[config.mk]
export PLATFORM = sky130hd
export DESIGN_NAME = fetch_stage
export DESIGN_NICKNAME = d
export VERILOG_FILES = /design/src/rtl/fetch_stage_pkg.sv /design/src/rtl/fetch_stage_ifid_reg.sv /design/src/rtl/fetch_stage.sv
export SDC_FILE = /design/constraint.sdc
export NUM_CORES = 1
export LEC_CHECK = 0
export ABC_AREA = 1
export ABC_CLOCK_PERIOD_IN_PS = 2900
export BUFFER_PORTS_ARGS = -buffer_cell sky130_fd_sc_hd__buf_2
export CAP_MARGIN = 10
export CORE_ASPECT_RATIO = 0.5
export CORE_MARGIN = 1.5
export CORE_UTILIZATION = 60
export DETAILED_ROUTE_END_ITERATION = 8
export MAX_ROUTING_LAYER = met4
export PLACE_DENSITY = 0.91
export SYNTH_ARGS = -nofsm -noshare
export SYNTH_HDL_FRONTEND = slang
export SYNTH_SLANG_ARGS = --single-unit
[constraint.sdc]
create_clock -name clk_i -period 2.9 [get_ports clk_i]
set_input_delay 0.145 -clock clk_i [delete_from_list [all_inputs] [get_ports clk_i]]
set_output_delay 0.145 -clock clk_i [all_outputs]
set_load 0.01 [all_outputs]
[src/rtl/fetch_stage_pkg.sv]
// fetch_stage_pkg: shared fetch-stage types, MIPS opcode/field constants and helpers.
package fetch_stage_pkg;

  typedef enum logic [1:0] {
    ST_IDLE,
    ST_REQ,
    ST_HOLD,
    ST_DROP
  } fetch_state_e;

  localparam logic [31:0] NOP_INSTR = 32'h0000_0000;
  localparam logic [5:0]  OP_J      = 6'b000010;
  localparam logic [5:0]  OP_BEQ    = 6'b000100;

  localparam int OPC_HI = 31;
  localparam int OPC_LO = 26;
  localparam int TGT_HI = 25;
  localparam int TGT_LO = 0;

  // j target: upper nibble of the delay-slot PC, 26-bit word index, byte offset 0
  function automatic logic [31:0] jump_target(input logic [31:0] pc4, input logic [31:0] instr);
    return {pc4[31:28], instr[TGT_HI:TGT_LO], 2'b00};
  endfunction

endpackage

[src/rtl/fetch_stage_ifid_reg.sv]
// ifid_reg: IF/ID pipeline register; flush beats load, hold blocks load.
module ifid_reg
  import fetch_stage_pkg::*;
(
  input  logic        clk_i,
  input  logic        rst_i,
  input  logic        load_i,
  input  logic        hold_i,
  input  logic        flush_i,
  input  logic [31:0] instr_i,
  input  logic [31:0] pc4_i,
  output logic        valid_o,
  output logic [31:0] instr_o,
  output logic [31:0] pc4_o
);

  logic        valid_q, valid_d;
  logic [31:0] instr_q, instr_d;
  logic [31:0] pc4_q, pc4_d;
  logic        take;

  assign take = load_i & ~hold_i;

  always_comb begin
    valid_d = flush_i ? 1'b0      : take ? 1'b1    : valid_q;
    instr_d = flush_i ? NOP_INSTR : take ? instr_i : instr_q;
    pc4_d   = flush_i ? 32'h0     : take ? pc4_i   : pc4_q;
  end

  always_ff @(posedge clk_i or negedge rst_i) begin
    if (!rst_i) begin
      valid_q <= 1'b0;
      instr_q <= NOP_INSTR;
      pc4_q   <= 32'h0;
    end else begin
      valid_q <= valid_d;
      instr_q <= instr_d;
      pc4_q   <= pc4_d;
    end
  end

  assign valid_o = valid_q;
  assign instr_o = instr_q;
  assign pc4_o   = pc4_q;

endmodule

[src/rtl/fetch_stage.sv]
// fetch_stage: MIPS instruction fetch with variable-latency imem, one-entry
// stall hold buffer and single-bubble branch/jump redirect.
module fetch_stage
  import fetch_stage_pkg::*;
#(
  parameter logic [31:0] RESET_PC = 32'h0000_0000
) (
  input  logic        clk_i,
  input  logic        rst_i,
  input  logic        start_i,
  input  logic        stall_i,
  input  logic        branch_taken_i,
  input  logic [31:0] branch_target_i,
  input  logic        jump_i,
  output logic        imem_req_o,
  output logic [31:0] imem_addr_o,
  input  logic        imem_ready_i,
  input  logic [31:0] imem_rdata_i,
  output logic [31:0] pc_o,
  output logic        ifid_valid_o,
  output logic [31:0] ifid_instr_o,
  output logic [31:0] ifid_pc4_o
);

  fetch_state_e state_q, state_d;
  logic [31:0]  pc_q, pc_d;
  logic [31:0]  drop_addr_q, drop_addr_d;
  logic [31:0]  hb_instr_q, hb_instr_d;
  logic [31:0]  hb_pc4_q, hb_pc4_d;
  logic [31:0]  pc4, target_raw, target, ld_instr, ld_pc4;
  logic         redirect, ld;

  assign pc4        = pc_q + 32'd4;
  assign redirect   = (state_q != ST_IDLE) && (branch_taken_i || (jump_i && ifid_valid_o));
  assign target_raw = branch_taken_i ? branch_target_i : jump_target(ifid_pc4_o, ifid_instr_o);
  assign target     = {target_raw[31:2], 2'b00};
  assign ld_instr   = (state_q == ST_HOLD) ? hb_instr_q : imem_rdata_i;
  assign ld_pc4     = (state_q == ST_HOLD) ? hb_pc4_q : pc4;

  assign imem_req_o  = (state_q == ST_REQ) || (state_q == ST_DROP);
  assign imem_addr_o = (state_q == ST_DROP) ? drop_addr_q : pc_q;
  assign pc_o        = pc_q;

  always_comb begin
    state_d     = state_q;
    pc_d        = redirect ? target : pc_q;
    drop_addr_d = drop_addr_q;
    hb_instr_d  = hb_instr_q;
    hb_pc4_d    = hb_pc4_q;
    ld          = 1'b0;
    case (state_q)
      ST_IDLE: state_d = start_i ? ST_REQ : ST_IDLE;
      ST_REQ: begin
        if (redirect) begin
          // outstanding request must still complete, so remember its address
          state_d     = imem_ready_i ? ST_REQ : ST_DROP;
          drop_addr_d = pc_q;
        end else if (imem_ready_i) begin
          pc_d = pc4;
          ld   = 1'b1;
          if (stall_i) begin
            hb_instr_d = imem_rdata_i;
            hb_pc4_d   = pc4;
            state_d    = ST_HOLD;
          end
        end
      end
      ST_HOLD: begin
        if (redirect) begin
          state_d = ST_REQ;
        end else if (!stall_i) begin
          ld      = 1'b1;
          state_d = ST_REQ;
        end
      end
      ST_DROP: state_d = imem_ready_i ? ST_REQ : ST_DROP;
      default: state_d = ST_IDLE;
    endcase
  end

  always_ff @(posedge clk_i or negedge rst_i) begin
    if (!rst_i) begin
      state_q     <= ST_IDLE;
      pc_q        <= RESET_PC;
      drop_addr_q <= RESET_PC;
      hb_instr_q  <= NOP_INSTR;
      hb_pc4_q    <= 32'h0;
    end else begin
      state_q     <= state_d;
      pc_q        <= pc_d;
      drop_addr_q <= drop_addr_d;
      hb_instr_q  <= hb_instr_d;
      hb_pc4_q    <= hb_pc4_d;
    end
  end

  ifid_reg u_ifid (
    .clk_i   (clk_i),
    .rst_i   (rst_i),
    .load_i  (ld),
    .hold_i  (stall_i),
    .flush_i (redirect),
    .instr_i (ld_instr),
    .pc4_i   (ld_pc4),
    .valid_o (ifid_valid_o),
    .instr_o (ifid_instr_o),
    .pc4_o   (ifid_pc4_o)
  );

endmodule

## After elaboration in Yosys (flattened, before gate mapping)

Index checks and enable logic that the tools add are counted.

| storage, ports and cells | value |
|---|---|
| register bits after elaboration | 195 |
| memories kept | 0 |
| bits in latches | 0 |
| logic and storage cells | 55 |
| input bits | 71 |
| bits in read-only memories | 0 |
| RAM bits | 0 |

| operators by class | value |
|---|---|
| reduce and logical (&&, ||, !) cells | 10 |
| shift operators | 0 |
| equality and inequality tests | 6 |
| bitwise operators | 3 |
| multiply operators | 0 |
| add/subtract/negate cells | 1 |
| muxes and demuxes | 27 |
| div/mod/pow operators | 0 |
| $lt $le $gt $ge | 0 |

Operator list:

| kind | count |
|---|---|
| $mux 32 | 12 |
| $add 32x3->32 const B | 1 |
| $mux 2 | 6 |
| $ne 3x3->1 const B | 3 |
| $pmux 2 s4 | 1 |
| $mux 1 | 7 |
| $eq 2x2->1 const B | 2 |
| $reduce_and 4->1 | 1 |
| $reduce_bool 2->1 | 2 |
| $reduce_and 3->1 | 1 |
| $eq 2x1->1 const B | 1 |
| $logic_and 1x1->1 | 2 |
| $logic_not 2->1 | 1 |
| $logic_or 1x1->1 | 2 |
| $not 1->1 | 2 |
| $pmux 1 s2 | 1 |
| $reduce_and 2->1 | 1 |
| $and 1x1->1 | 1 |

## Longest topological paths before layout

Gate-level depths: netlist of the first run.

| depth | value |
|---|---|
| depth in word-level cells | 8 |
| depth in mapped cells | 11 |

## Hierarchy

A second synthesis of the first run with hierarchy kept.

| second synthesis, totals | value |
|---|---|
| cell total of the unflattened synthesis | 1347 |
| area total of the unflattened synthesis | 10233.6 µm² |

By module, submodules not included:

| module | instances | area an instance (µm²) | cells an instance | sequential area each (µm²) |
|---|---|---|---|---|
| fetch_stage | 1 | 7367.1 | 1050 | 3253.1 |
| ifid_reg | 1 | 2866.5 | 297 | 1626.6 |

## Worst setup path before layout of the first run

OpenSTA, ideal clock, no wires.

| path | value |
|---|---|
| path type | register to register |
| start point | register state_q[1] |
| end point | register u_ifid.pc4_q[11], in the netlist u_ifid.pc4_o[11] |
| arrival time | 1.600 ns |
| stages on the path, launching flop included | 12 |
| clock period less this slack | 1.723 ns |
| buffers on the path | 2 |
| slack | 1.177 ns |
| cells stage by stage | dfrtp_1 inv_1 ha_1 nand2_1 a21oi_2 nand2_2 nand2_4 inv_2 buf_6 buf_6 nand2_1 nand2_1 |

| between the ends | value |
|---|---|
| word-level cells in the longest chain between the ends | 6 |
| elaborated cells on any way between the ends | 12 |

RTL lines:

| item | RTL line | text |
|---|---|---|
| start, declared | fetch_stage.sv:25 | `fetch_state_e state_q, state_d;` |
| start signal, assigned | fetch_stage.sv:89 | `state_q <= state_d;` |
| $reduce_bool 2->1 | fetch_stage.sv:34 | `assign redirect = (state_q != ST_IDLE) && (branch_taken_i \|\| (jump_i && ifid_valid_o));` |
| $logic_and 1x1->1 | fetch_stage.sv:34 |  |
| $mux 1 (on tied branches) | fetch_stage.sv:69, fetch_stage.sv:54 |  |
| $pmux 1 s2 | fetch_stage.sv:51 | `case (state_q)` |
| $and 1x1->1 | fetch_stage_ifid_reg.sv:22 | `assign take = load_i & ~hold_i;` |
| $reduce_bool 2->1 (no source line) | n/a |  |
| end signal, assigned | fetch_stage_ifid_reg.sv:38 | `pc4_q <= pc4_d;` |
| end, declared | fetch_stage_ifid_reg.sv:19 | `logic [31:0] pc4_q, pc4_d;` |

Several ways; a longest one is shown, not always the timed one. The select of a mux whose other input is x is not followed.
A chain may end at the register's enable or synchronous reset.

## Worst setup path in the final report of the first run

| path | value |
|---|---|
| start point | register state_q[1] |
| end point | register u_ifid.pc4_q[4], in the netlist u_ifid.pc4_o[4] |

The elaborated chain is that of the path after synthesis.

==> flow_summary.ini, run 1 <==
[status]
outcome = finished, violations left
failed_checks = negative hold slack

[worst_setup_path]
crit_fanout = 38
crit_required_ps = 3180
startpoint_type = register
crit_arrival_ps = 2720
critPathKind = register to register
end_kind = register

[synthesis]
syn-cell-area_um2 = 9760
netlist_instances = 1270
synth-seq-cells = 195
syn_nets = 1347
synth.avg_cell_area_um2 = 7.69
muxShareOfSynthArea_pct = 1.85
synth_top_family_by_area = simple AND/OR/NAND/NOR gates
synth-adder-area-share_pct = 0.769
synth-xor-area-share_pct = 0.807
ys_warn_count = 0
synthDistinctLibCells = 28
yosysSeqAreaShare_pct = 50.0
synth_compound_area_share_pct = 14.3
synth_simple_gate_area_share_pct = 24.0

[routing]
wire_per_inst_um = 16.9
vias_per_cell = 5.61
remaining_drc_errors = 0
routed_wl_mm = 28.7
drt_iter0_markers = 966
vias = 9495
drtPass1Iterations = 6
ant_nets = 0

[placement]
placed_area_um2 = 10800
place_ws_ps = 595
hpwl_mm = 19.7
port_buffers = 198
gp_congestion = 0.917

[cts]
cts_resized = 0
clk_pin_slew_worst_paths_ps = 70
cts_root_buf = clkbuf_16
cts_buffers = 17
cts_buffer_depth = 2
cts-htree-levels = 4
clock_latency_ps = 440
clock_sinks = 195
cts_tree = yes

[layout]
multi_input_area_um2 = 4080
area_growth_pct = 20.1
drive_gt1_share_pct = 17.6
seq_area_um2 = 4880
fillers = 1154
final_nets = 1538
layout_commonest_cell = nand2_1
antenna_cells = 0
design_area_um2 = 11700
final_util_pct = 74.9
final_cell_mix = 468 x nand2_1, 197 x buf_2, 195 x dfrtp_1

[sta]
period_share_pct = 84.0
hold_ws_ps = -2.02
maxSlewHeadroom_pct = 47.7
skew_ps = 15.3
hold_viol = 1
rsz0062_at_grt = no
setup_viol = 0
worstMarginPinSlew_ps = 783
slew_violations = 0
period_needed_ps = 2440
fmax_ghz = 0.410
setup_tns_ps = 0
fin_ws_ps = 463

[grt]
grt_util_all_layers_pct = 36.2
grt_pass1_wl_mm = 46.1
antenna_found_initial = 0
grt_max_degree = 95
globalRouteOverflowTotal = 0
grt_pass1_vias = 8895

[die]
dieWidth_um = 183
die_y_um = 93.2
ios = 201
die_area_um2 = 17100
initial_core_util_pct = 62.4
rows = 32
core_um2 = 15700

[pwr]
leakagePower_nw = 6.02
power.density_nw_per_um2 = 978
vdd_ir_drop_max_uv = 573

[job]
max-cap-violations = 0

[min_path]
hold_path.class = input port to register
-- path summary, 6_finish.rpt --
path / start / end / slack [ps] / depth (start not counted)
max in group asynchronous: rst_i / u_ifid.pc4_o[25] / 1690 / 3
setup / recovery: state_q[1] / u_ifid.pc4_o[4] / 460 / 9
min in group asynchronous: rst_i / u_ifid.instr_o[4] / 340 / 2
setup reg to reg: state_q[1] / u_ifid.pc4_o[4] / 460 / 9
hold / removal: imem_rdata_i[29] / hb_instr_q[29] / -2 / 3
hold reg to reg: hb_instr_q[11] / hb_instr_q[11] / 470 / 2
-- stage by stage --
step / power, W / instances
6_report: 0.0115 / 1694
5_1_grt: 0.0122 / 1694
4_1_cts: 0.0114 / 1694
3_5_place_dp: 0.00877 / 1636
3_3_place_gp: 0.00857 / 1636
2_1_floorplan: 0.00712 / 1270
-- registers in the layout, indices dropped and copies added, names as in the netlist --
| register | cells |
|---|---|
| u_ifid.valid_o | 1 |
| state_q | 2 |
| hb_instr_q | 32 |
| drop_addr_q | 32 |
| u_ifid.pc4_o | 32 |
| hb_pc4_q | 32 |
| pc_o | 32 |
| u_ifid.instr_o | 32 |
-- cells by family (layout without fill, tap and decap cells) --
family	after synthesis	after routing
adder cells (fa/ha/maj)	6	6
XOR/XNOR	9	9
AO/OA/AOI/OAI	261	261
multiplexers	18	18
flip-flops	195	195
buffers and inverters	192	395
AND/OR/NAND/NOR	589	589
-- synthesized netlist by cell type (all sizes together) --
| cell | instances | area [µm²] |
|---|---|---|
| nand2 | 472 | 1810 |
| dfrtp | 195 | 4880 |
| o21ai | 190 | 951 |
| inv | 124 | 465 |
| nor2 | 57 | 231 |
| nand3 | 55 | 275 |
| clkbuf | 37 | 139 |
| buf | 31 | 204 |
| o22ai | 26 | 163 |
| a21oi | 25 | 129 |
| o211ai | 19 | 143 |
| mux2i | 18 | 180 |
| xor2 | 9 | 78.8 |
| ha | 6 | 75.1 |
| nand4 | 4 | 25.0 |
| a21o | 1 | 15.0 |
| nor3 | 1 | 5.00 |
-- critical path, stage by stage, from the launching register on --
cell     delay [ps]
dfrtp_1         420
inv_1           130
ha_1            300
nand2_1         140
a21oi_2         190
nand2_2         100
nand2_4         270
inv_2           400
nand2_1         180
o21ai_0         120
-- area by class of cell --
cell class,instances,area share (%)
repair buffers,240,11.9
flip-flops and latches,195,41.6
multi-input cells,883,34.8
clock inverters,12,1.55
well taps,221,2.36
clock buffers,19,3.78
inverters,124,3.97
-- power breakdown --
part | switching, W | total (W) | leakage, nW | internal (W)
sequential | 0.000759 | 0.00452 | 2.57 | 0.00376
clock | 0.00109 | 0.00256 | 0.303 | 0.00147
combinational | 0.00290 | 0.00438 | 3.14 | 0.00149
-- what timing repair did --
action                                 4_1_cts  5_1_grt
buffers inserted                             0        0
hold buffers                                27        0
endpoints found under the hold margin      117        0
-- metal layers --
layer,global-route usage [%],part of all wire (%),vias to the layer above
met4,10.8,1.8,0
met3,8.68,9.7,51
met2,54.0,45,481
met1,49.5,44,4517
met5,-,0,-
li1,-,-,4446
Note: power is estimated with default switching activity, not from simulation.
==> run 2, diff against run 1 <==
--- a/config.mk
+++ b/config.mk
@@ -5,16 +5,16 @@
 export SDC_FILE = /design/constraint.sdc
 export NUM_CORES = 1
 export LEC_CHECK = 0
-export ABC_AREA = 1
-export ABC_CLOCK_PERIOD_IN_PS = 2900
+export ABC_AREA = 0
+export ABC_CLOCK_PERIOD_IN_PS = 2500
 export BUFFER_PORTS_ARGS = -buffer_cell sky130_fd_sc_hd__buf_2
 export CAP_MARGIN = 10
 export CORE_ASPECT_RATIO = 0.5
 export CORE_MARGIN = 1.5
-export CORE_UTILIZATION = 60
+export CORE_UTILIZATION = 55
 export DETAILED_ROUTE_END_ITERATION = 8
 export MAX_ROUTING_LAYER = met4
-export PLACE_DENSITY = 0.91
+export PLACE_DENSITY = 0.85
 export SYNTH_ARGS = -nofsm -noshare
 export SYNTH_HDL_FRONTEND = slang
 export SYNTH_SLANG_ARGS = --single-unit
==> constraint.sdc (replaced) <==
create_clock -name clk_i -period 2.5 [get_ports clk_i]
set_input_delay 0.125 -clock clk_i [delete_from_list [all_inputs] [get_ports clk_i]]
set_output_delay 0.125 -clock clk_i [all_outputs]
set_load 0.01 [all_outputs]
==> run 2 against run 1 <==
The flow now finishes without violations. Critical endpoint is now pc_o[27]. Area after synthesis down 0.29%. Combinational power up 59%. Critical path depth down 4. First-iteration DRC count down 3.2%. Largest cell class unchanged. Via count down 14%. Flip-flop and latch count unchanged. Non-clock buffer count up 38. Wire length down 5.5%. Register-to-register slack worse by 310 ps. Cell area up 3.3%.
==> flow_summary.ini, run 2 <==
[sta]
rsz0062_at_grt = no
setup_viol = 0
skew_ps = 15.4
maxSlewHeadroom_pct = 60.7
period_share_pct = 93.9
fmax_ghz = 0.426
hold_ws_ps = 13.9
slew_violations = 0
worstMarginPinSlew_ps = 589
setup_tns_ps = 0
hold_viol = 0
period_needed_ps = 2350

[synthesis]
ys.flop_type = dfrtp_1
synth_top_area_share_pct = 50.1
synthArstFlopShare_pct = 100
synth_common_cells = 195 x dfrtp_1, 101 x mux2_2, 74 x nand2_1
synthDistinctLibCells = 48
yosys-top-cells-area = dfrtp_1 50%, mux2_2 12%, a211oi_1 4.6%
syn-cell-area_um2 = 9740
yosysSeqAreaShare_pct = 50.1
syn_nets = 997
ys_warn_count = 0
synth-seq-cells = 195
synth.avg_cell_area_um2 = 10.6
yosys.area.top_type = dfrtp_1
netlist_instances = 920
synth-edff-count = 0
yosysMostFrequentCell = dfrtp_1

[worst_setup_path]
crit_fanout = 9
path_buf_inv = 0
cpMostUsedCell = or4_4
max_stage_delay_ps = 570
crit_required_ps = 2840
startpoint_type = register
end_kind = register
crit_arrival_ps = 2680
crit_family = simple AND/OR/NAND/NOR gates
slowest_stage = or4_4
critPathKind = register to register
worstPathCellList = nand3_4, or4_4, or4_4, or3_1, a31oi_1

[pwr]
p_total_w = 0.0154
leakagePower_nw = 5.37
vdd_ir_drop_max_uv = 597
power.density_nw_per_um2 = 1270

[grt]
grt_use_met1_pct = 42.6
globalRouteOverflowTotal = 0
grt_pass1_wl_mm = 43.3
grt_max_degree = 80
grt_pass1_vias = 8035
grt_util_all_layers_pct = 30.9
antenna_found_initial = 0
busiest_layer = met2
met3_usage_pct = 6.03
met2_usage_pct = 45.9

[cts]
cts-htree-levels = 4
cts_buffers = 17
cts_tree = yes
clock_sinks = 195
cts_root_buf = clkbuf_16
clk_pin_slew_worst_paths_ps = 70
clock_latency_ps = 430
cts_buffer_depth = 2

[placement]
hpwl_mm = 17.9
port_buffers = 198
gp_congestion = 0.890

[routing]
vias = 8124
drtPass1Iterations = 5
ant_nets = 0
remaining_drc_errors = 0
drt_iter0_markers = 935
wire_per_inst_um = 19.6
vias_per_cell = 5.88
routed_wl_mm = 27.1

[status]
outcome = completed

[die]
core_um2 = 17400
ios = 201
die_area_um2 = 18600
die_y_um = 97.1
rows = 34
initial_core_util_pct = 56.1
dieWidth_um = 191

[layout]
final_nets = 1212
drive_gt1_share_pct = 32.9
area_growth_pct = 24.4
final_util_pct = 69.8
layout_commonest_cell = buf_2
seq_area_um2 = 4880
fillers = 1236
final_cell_mix = 197 x buf_2, 195 x dfrtp_1, 101 x mux2_2
multi_input_area_um2 = 4550

[min_path]
hold_path.class = input port to register

[job]
max-cap-violations = 0
## run 2: cell type report
class	count	area share, %
Antenna cell	1	0.0207
Clock buffer	19	3.57
Clock inverter	11	1.07
Inverter	7	0.248
Multi-Input combinational cell	636	37.5
Sequential cell	195	40.3
Tap cell	234	2.42
Timing Repair Buffer	278	14.8
## run 2: worst register-to-register path: stages (launching register included)
cell,delay [ps]
dfrtp_1,500
nand3_4,90
or4_4,550
or4_4,570
or3_1,340
a31oi_1,210
## run 2: layer usage
layer,up-vias,wire length [µm]
met2,374,12500
met1,3964,11900
met5,-,0
li1,3717,-
met3,69,1920
met4,0,735
## run 2: final timing paths
kind	end	slack [ps]	start	cells after the start
worst max register to register	pc_o[27]	150	pc_o[6]	5
worst min-delay path	pc_o[19]	10	branch_target_i[19]	3
worst min register to register	hb_pc4_q[25]	480	hb_pc4_q[25]	2
min in group asynchronous	hb_instr_q[31]	250	rst_i	2
max in group asynchronous	pc_o[19]	1410	rst_i	3
worst max-delay path	pc_o[27]	150	pc_o[6]	5
## run 2: power by group
part	switching, W	total [W]	internal (W)
Clock	0.00121	0.00268	0.00147
Combinational	0.00384	0.00695	0.00311
Sequential	0.00116	0.00578	0.00462
## run 2: kinds of logic after synthesis
| logic type | Yosys count | share of synthesized area, % |
|---|---|---|
| AND/OR/NAND/NOR | 253 | 12.9 |
| multiplexers | 144 | 16.1 |
| adder cells (fa/ha/maj) | 6 | 0.771 |
| flip-flops | 195 | 50.1 |
| AO/OA/AOI/OAI | 183 | 11.9 |
| XOR/XNOR | 50 | 4.50 |
| buffers and inverters | 89 | 3.69 |
## run 2: timing repair
action,CTS,global route
setup buffers,0,0
setup endpoints to repair,0,7
gates resized for setup,0,2
hold endpoints to repair,108,0
hold buffers,44,0
## run 2: through the flow
step	area, µm²	instances	setup slack, ps
after detailed placement	11100	1306	111
after global routing	12100	1380	31.4
after CTS	12100	1380	108
after floorplan	9750	920	3.03
after global placement	11100	1306	239
final	12100	1381	153
==> run 3, diff against run 2 <==
--- a/config.mk
+++ b/config.mk
@@ -15,6 +15,7 @@
 export DETAILED_ROUTE_END_ITERATION = 8
 export MAX_ROUTING_LAYER = met4
 export PLACE_DENSITY = 0.85
+export SETUP_SLACK_MARGIN = 0.3
 export SYNTH_ARGS = -nofsm -noshare
 export SYNTH_HDL_FRONTEND = slang
 export SYNTH_SLANG_ARGS = --single-unit
==> run 3 against run 2 <==
Largest power group unchanged. Fmax grew 7.2%. Wire length grew 9.1%. Non-clock buffer count grew 19. Global-route usage grew 0.88 points. Critical endpoint is now hb_pc4_q[21].
==> flow_summary.ini, run 3 (synthesis gave the netlist of run 2 again) <==
[layout]
layout_commonest_cell = buf_2
final_util_pct = 71.7
multi_input_area_um2 = 4620
design_area_um2 = 12400
seq_area_um2 = 4880
area_growth_pct = 27.9
final_cell_mix = 198 x buf_2, 193 x dfrtp_1, 101 x mux2_2
fillers = 1176
drive_gt1_share_pct = 35.4
final_nets = 1232

[worst_setup_path]
critPathKind = register to register
startpoint_type = register
rr_worst_depth = 6
r2r_start = pc_o[4]
crit_fanout = 17
crit_arrival_ps = 2550
end_kind = register
crit_path_start = pc_o[4]
crit_required_ps = 2870

[cts]
cts-htree-levels = 4
cts_root_buf = clkbuf_16
cts_tree = yes
cts_buffers = 17
cts_buffer_depth = 2
clock_sinks = 195
clk_pin_slew_worst_paths_ps = 80
clock_latency_ps = 440

[grt]
globalRouteOverflowTotal = 0
grt_pass1_wl_mm = 44.6
grt_use_met1_pct = 43.8
antenna_found_initial = 3
grt_util_all_layers_pct = 31.7
met3_usage_pct = 6.93
met2_usage_pct = 46.6
grt_pass1_vias = 8170
grt_max_degree = 73
busiest_layer = met2

[sta]
skew_ps = 13.4
fin_ws_ps = 311
hold_viol = 0
rsz0062_at_grt = yes
worstMarginPinSlew_ps = 603
fmax_ghz = 0.457
setup_viol = 0
period_needed_ps = 2190
period_share_pct = 87.6
slew_violations = 0
hold_ws_ps = 14.0
maxSlewHeadroom_pct = 59.8
setup_tns_ps = 0

[pwr]
combPwrFrac_pct = 45.6
leakagePower_nw = 5.51
vdd_ir_drop_max_uv = 622
p_int_w = 0.00948
p_seq_share_pct = 36.1
p_switching_w = 0.00655
power.density_nw_per_um2 = 1290
p_clk_share_pct = 18.3
switching_share_pct = 40.9

[routing]
drt_iter0_markers = 998
drtPass1Iterations = 5
vias_per_cell = 6.00
wire_per_inst_um = 21.0
remaining_drc_errors = 0
ant_nets = 0
routed_wl_mm = 29.6
vias = 8431

[min_path]
min_path_cells = 3
hp-start = branch_target_i[31]
hold_path.class = input port to register

[placement]
port_buffers = 198
gp_congestion = 0.877
place_ws_ps = 76.5
hpwl_mm = 18.1
placed_area_um2 = 11100

[die]
core_um2 = 17400
die_y_um = 97.1
initial_core_util_pct = 56.1
rows = 34
dieWidth_um = 191
ios = 201
die_area_um2 = 18600

[job]
max-cap-violations = 0

[status]
outcome = completed
==> run 3: final cells by class <==
cell class / instances / area share [%]
flip-flops and latches: 195 / 39.2
well taps: 234 / 2.35
clock buffers: 17 / 3.42
clock inverters: 15 / 1.56
repair buffers: 297 / 16.1
multi-input cells: 637 / 37.1
diodes: 3 / 0.0603
inverters: 7 / 0.221
==> run 3: power groups by stage <==
stage          registers (W)  logic, W  clock network (W)
2_1_floorplan        0.00578   0.00409                  0
3_3_place_gp         0.00570   0.00643                  0
3_5_place_dp         0.00581   0.00667                  0
4_1_cts              0.00573   0.00695            0.00294
5_1_grt              0.00597   0.00780            0.00308
6_report             0.00579   0.00731            0.00294
==> run 3: worst paths after layout <==
| check | end | slack (ps) |
|---|---|---|
| setup / recovery | hb_pc4_q[21] | 310 |
| hold / removal | pc_o[31] | 10 |
| setup reg to reg | hb_pc4_q[21] | 310 |
| hold reg to reg | hb_pc4_q[18] | 480 |
| max in group asynchronous | u_ifid.pc4_o[22] | 1390 |
| min in group asynchronous | pc_o[30] | 240 |
==> run 3: metal layers <==
layer,wire (µm),share of wire (%)
met1,12500,42
met2,13400,45
met3,2720,9.2
met4,958,3.2
met5,0,0
==> run 3: timing repair <==
item / CTS / global route
pin swaps: 1 / 5
setup endpoints to repair: 26 / 67
gates resized for setup: 8 / 20
buffers inserted: 3 / 8
hold endpoints to repair: 113 / 0
cloned: 1 / 3
hold buffers: 47 / 0
==> run 3: through the flow <==
stage                     power [W]  std cells
after floorplan             0.00987        920
after global placement       0.0121       1308
after detailed placement     0.0125       1308
after CTS                    0.0156       1391
after global routing         0.0168       1405
final                        0.0160       1405
==> run 3: worst max-delay path, stage by stage, from the launching register on <==
cell     delay [ps]
dfrtp_1         400
nand3_4         130
or4_4           540
buf_6           180
or4_1           550
a21oi_1         200
a21o_1          110
